### config.mk
export PLATFORM = sky130hd
export DESIGN_NAME = page_walk_ctrl
export DESIGN_NICKNAME = d
export VERILOG_FILES = /design/src/rtl/pt_pkg.sv /design/src/rtl/rr_arb2.sv /design/src/rtl/page_walk_ctrl.sv
export SDC_FILE = /design/constraint.sdc
export NUM_CORES = 1
export LEC_CHECK = 0
export ABC_AREA = 1
export CORE_MARGIN = 4
export CORE_UTILIZATION = 27
export CTS_BUF_LIST = sky130_fd_sc_hd__clkbuf_16
export CTS_CLUSTER_SIZE = 28
export DETAILED_ROUTE_END_ITERATION = 10
export MAX_ROUTING_LAYER = met4
export PLACE_DENSITY = 0.62
export SLEW_MARGIN = 20
export SYNTH_ARGS = -nofsm -noshare
export SYNTH_HDL_FRONTEND = slang
export SYNTH_SLANG_ARGS = --single-unit
### constraint.sdc
create_clock -name clk -period 1.41 [get_ports clk]
set_input_delay 0.282 -clock clk [delete_from_list [all_inputs] [get_ports clk]]
set_output_delay 0.282 -clock clk [all_outputs]
set_load 0.03 [all_outputs]
### src/rtl/pt_pkg.sv
// pt_pkg: shared types and constants for the page table walk controller
package pt_pkg;
    typedef enum logic [1:0] {S_IDLE, S_ISSUE, S_WAIT, S_RESP} pw_state_t;
    localparam int PT_VPN_W = 6;
    localparam int PT_PPN_W = 2;
    localparam int ITLB = 0;
    localparam int DTLB = 1;
endpackage

### src/rtl/rr_arb2.sv
// rr_arb2: two-way round-robin arbiter; on a tie the requester that did not win last time is granted
module rr_arb2 (
    input  logic [1:0] req,
    input  logic       last,
    output logic [1:0] grant
);
    assign grant = (&req) ? (last ? 2'b01 : 2'b10) : req;
endmodule

### src/rtl/page_walk_ctrl.sv
// page_walk_ctrl: arbitrates ITLB/DTLB requests and runs one page table command at a time
// with a WAIT timeout; all outputs come straight from registers.
module page_walk_ctrl
    import pt_pkg::*;
#(
    parameter int VPN_W   = PT_VPN_W,
    parameter int PPN_W   = PT_PPN_W,
    parameter int TIMEOUT = 15
) (
    input  logic               clk,
    input  logic               reset,
    input  logic [1:0]         req_valid,
    input  logic [1:0]         req_write,
    input  logic [2*VPN_W-1:0] req_vpn,
    input  logic [2*PPN_W-1:0] req_ppn,
    output logic [1:0]         resp_valid,
    output logic [PPN_W-1:0]   resp_ppn,
    output logic               resp_fault,
    output logic               resp_err,
    output logic               pt_req,
    output logic               pt_write,
    output logic [VPN_W-1:0]   pt_vpn,
    output logic [PPN_W-1:0]   pt_ppn,
    input  logic               pt_done,
    input  logic               pt_fault,
    input  logic [PPN_W-1:0]   pt_ppn_rd,
    output logic               busy
);
    localparam int TW = $clog2(TIMEOUT + 1);

    pw_state_t        r_state, w_next;
    logic [1:0]       w_gnt, r_gnt, r_resp_valid;
    logic             r_last, r_write, r_pt_req, r_busy, r_fault, r_err;
    logic [VPN_W-1:0] r_vpn;
    logic [PPN_W-1:0] r_ppn, r_resp_ppn;
    logic [TW-1:0]    r_timer;
    logic             w_timeout, w_to_resp, w_take;

    rr_arb2 u_arb (.req(req_valid), .last(r_last), .grant(w_gnt));

    always_ff @(posedge clk or posedge reset)
        if (reset) r_state <= S_IDLE;
        else       r_state <= w_next;

    // The timer counts completed WAIT cycles, so leaving at TIMEOUT-1 gives exactly TIMEOUT WAIT cycles
    assign w_timeout = r_timer == TW'(TIMEOUT - 1);

    always_comb begin
        w_next = (r_state == S_IDLE)  ? ((|req_valid) ? S_ISSUE : S_IDLE) :
                 (r_state == S_ISSUE) ? S_WAIT :
                 (r_state == S_WAIT)  ? ((pt_done || w_timeout) ? S_RESP : S_WAIT) : S_IDLE;
    end

    always_comb begin
        w_to_resp = (r_state == S_WAIT) && (w_next == S_RESP);
        w_take    = w_to_resp && pt_done && !r_write;
    end

    always_ff @(posedge clk or posedge reset) begin
        if (reset) begin
            r_gnt        <= '0;
            r_last       <= 1'b1;
            r_write      <= 1'b0;
            r_vpn        <= '0;
            r_ppn        <= '0;
            r_timer      <= '0;
            r_pt_req     <= 1'b0;
            r_busy       <= 1'b0;
            r_resp_valid <= '0;
            r_resp_ppn   <= '0;
            r_fault      <= 1'b0;
            r_err        <= 1'b0;
        end else begin
            if (r_state == S_IDLE && |req_valid) begin
                r_gnt   <= w_gnt;
                r_write <= req_write[w_gnt[DTLB]];
                r_vpn   <= w_gnt[DTLB] ? req_vpn[DTLB*VPN_W +: VPN_W] : req_vpn[ITLB*VPN_W +: VPN_W];
                r_ppn   <= w_gnt[DTLB] ? req_ppn[DTLB*PPN_W +: PPN_W] : req_ppn[ITLB*PPN_W +: PPN_W];
            end
            if (r_state == S_RESP) r_last <= r_gnt[DTLB];
            r_timer      <= (r_state == S_WAIT) ? r_timer + 1'b1 : '0;
            r_pt_req     <= w_next == S_ISSUE;
            r_busy       <= w_next != S_IDLE;
            r_resp_valid <= w_to_resp ? r_gnt : 2'b00;
            r_resp_ppn   <= w_take ? pt_ppn_rd : '0;
            r_fault      <= w_take && pt_fault;
            r_err        <= w_to_resp && !pt_done;
        end
    end

    assign resp_valid = r_resp_valid;
    assign resp_ppn   = r_resp_ppn;
    assign resp_fault = r_fault;
    assign resp_err   = r_err;
    assign pt_req     = r_pt_req;
    assign pt_write   = r_write;
    assign pt_vpn     = r_vpn;
    assign pt_ppn     = r_ppn;
    assign busy       = r_busy;
endmodule

==> summary.txt <==
Placement
  – Place WS: -0.0826 ns
  – DP HPWL: slightly above 2000 µm
  – Placed insts: roughly 220
  – Input/output buffers: 42
  – Final GP Congestion: around 0.80

STA
  – Worst slew pin tran: about 0.33 ns
  – Pins Over Slew Limit: 0
  – Relative slew slack: 0.783
  – Final Hold Fails: 0
  – RSZ-0062 raised after global routing: true
  – F_max: between 700 and 800 MHz
  – Endpoints failing setup: 0
  – Period utilization: 0.938
  – Final setup skew: roughly 0.0029 ns
  – Final WS setup: 0.0868 ns
  – Crit path time final: ~1.3 ns

Setup path
  – Setup CP Type: register to output port
  – Maximum fanout along the worst path: 2
  – Worst-case reg-to-reg path depth: 8
  – CP arrival: 1.04 ns
  – Cells along the critical path: dlygate4sd2_1
  – Critical-path top delay cell: dlygate4sd2_1
  – Reg-to-reg startpoint: r_state[0]
  – Cell family with most CP delay: buffers and inverters
  – Setup crit start kind: register
  – Max incr delay on CP: 0.42 ns
  – Setup slack, reg-to-reg: around 0.087 ns
  – CP required: approximately 1.1 ns
  – Worst Path Buf+Inv: 1
  – Critical R2R Capture: busy
  – CP Capture Type: output port

Route
  – Routed WL: around 2600 µm
  – Post-route DRC: 0
  – Via count: approximately 960
  – DRT iter0 DRCs: 37
  – Drt via density: 4.29
  – Drt first pass iters: 4
  – Wire per inst: 11.7 µm
  – Post-DRT Antenna Nets: 0

Global route
  – First-pass GRT wire length: 4490 µm
  – Vias in the first global route: roughly 1000
  – Gr ovfl total: 0
  – Initial antenna violation count: 0
  – Gr usage total: 0.115
  – Pin count of the biggest net entering global routing: 27

Clock tree
  – Clock sink total: 26
  – Worst-Skew Late Latency: around 0.26 ns
  – Total number of H-tree levels: 1
  – CTS Buf Count: 3
  – Maximum root-to-sink buffer count: 2
  – Clk pin slew, worst setup/hold paths: about 0.06 ns
  – TritonCTS clock tree: yes
  – Clk root buf: clkbuf_16
  – Post-CTS Hold Buffers: 0

Synth
  – Largest area contributor in the netlist: dfrtp_1
  – Ranking of synthesized cells by area: dfrtp_1, nor2_1, ha_1, nand2_1, inv_1
  – Ys Warns: 0
  – Synth Instances: 118
  – Syn_nets: 150
  – Yosys top cell area share: 0.564
  – Post-Synthesis Cell Area: around 1100 µm²
  – Netlist cell types: 19
  – #FFs+latches synth: 26
  – Avg Cell Area, Syn: approximately 9.4 µm²
  – Register area share after synthesis: 0.587

Die
  – Die width: slightly above 70 µm
  – Die area: approximately 5200 µm²
  – I/O pins: 43
  – Floorplan row count: 23
  – Core footprint: around 4000 µm²
  – Die height: 72.1 µm
  – Starting Density: 0.277

Finish
  – Register area: around 650 µm²
  – Area occupied by multi-input gates: 430 µm²
  – Area delta synth->final: 62.6%
  – Non-Filler Instances: 224
  – Ratio of cells with drive above 1 in the final layout: 0.178
  – Diodes inserted: 0
  – Nets@finish: about 210
  – Final Util: 0.451
  – Fillers: approximately 380

Power
  – Leakage: 0.901 nW
  – Worst VDD drop: approximately 1.0 mV
  – Pwr dens: 2020 nW/µm²

Outcome
  – Outcome: complete, no violations

Run
  – Max_cap viols: 0

Min path
  – Hold Path Class: input port to asynchronous set/reset pin
==> cell usage in the layout (no fill, tap or decap), drive strengths merged, types with 3 or more instances in the layout <==
master,instances
clkdlybuf4s50,25
inv,16
nor2,23
nand3,3
o21ai,19
buf,11
clkbuf,3
ha,6
nand2,17
dlygate4sd2,17
dfrtp,25
a21oi,3
==> state kept, by name (all words and copies together) (netlist names) <==
signal,flops
pt_ppn,2
resp_err,1
resp_ppn,2
busy,1
pt_req,1
r_timer,4
r_state,2
pt_write,1
r_last,1
resp_fault,1
pt_vpn,6
r_gnt,2
resp_valid,2
==> timing repair <==
| action | CTS | global route |
|---|---|---|
| endpoints found under the hold margin | 0 | 0 |
| setup endpoints to repair | 17 | 17 |
| gates resized for setup | 17 | 13 |
| setup buffers | 0 | 3 |
| pin swaps | 0 | 1 |
==> routing by layer <==
metal,GRT usage,up-vias,share of wire,routed length (µm)
met4,0.0480,0,0.020,53
met5,-,-,0,0
li1,-,479,-,-
met2,0.175,51,0.46,1210
met1,0.136,425,0.42,1120
met3,0.0457,6,0.096,252
==> through the flow <==
stage                     setup TNS [ns]  hold slack [ns]  power, mW  area [µm²]
after floorplan                        0            0.321       2.10        1110
after global placement           -0.0861            0.466       2.79        1660
after detailed placement          -0.564            0.477       2.81        1660
after CTS                              0            0.371       3.52        1740
after global routing              -0.109            0.403       3.93        1800
final                                  0            0.357       3.65        1800
==> kinds of logic after synthesis <==
group           synth area share
simple gates               0.161
flops                      0.587
compound gates             0.109
buf+inv                   0.0586
fa+ha+maj                 0.0676
xor+xnor                  0.0158
==> power by group <==
group	internal, mW	switching [mW]
logic	0.662	0.985
registers	1.03	0.152
clock network	0.565	0.255
==> tightest hold or removal path: cells and delay by family <==
family	cells	cell delay [ns]
buffers and inverters	3	0.68
==> how the worst max path moves through the flow <==
stage	startpoint	to	slack, ns	depth (start not counted)
finish	pt_vpn[0]	pt_vpn[0]	0.09	1
global route	r_state[0]	resp_valid[1]	-0.03	8
CTS	r_state[0]	resp_ppn[1]	0.04	9
detailed placement	req_valid[0]	r_gnt[0]	-0.08	5
global placement	pt_done	busy	-0.04	6
floorplan	r_state[0]	busy	0.17	7
==> Yosys cell counts <==
cell      instances
xnor2_1           1
a21oi_1           3
nor2_1           23
dfrtp_1          25
inv_1            15
nand2_1          16
inv_2             1
xor2_1            1
nand2_2           1
dfstp_2           1
or2_1             1
o21ai_2           1
o21ai_0           9
nand3_1           2
ha_1              6
o21ai_1           9
nand3_2           1
o21bai_1          1
buf_2             1
==> layout make-up <==
class | instances | area share
repair buffers | 53 | 0.274
multi-input cells | 75 | 0.239
well taps | 50 | 0.0347
clock inverters | 1 | 0.0166
inverters | 16 | 0.0333
flip-flops and latches | 26 | 0.361
clock buffers | 3 | 0.0416
(Power assumes the default switching activity.)
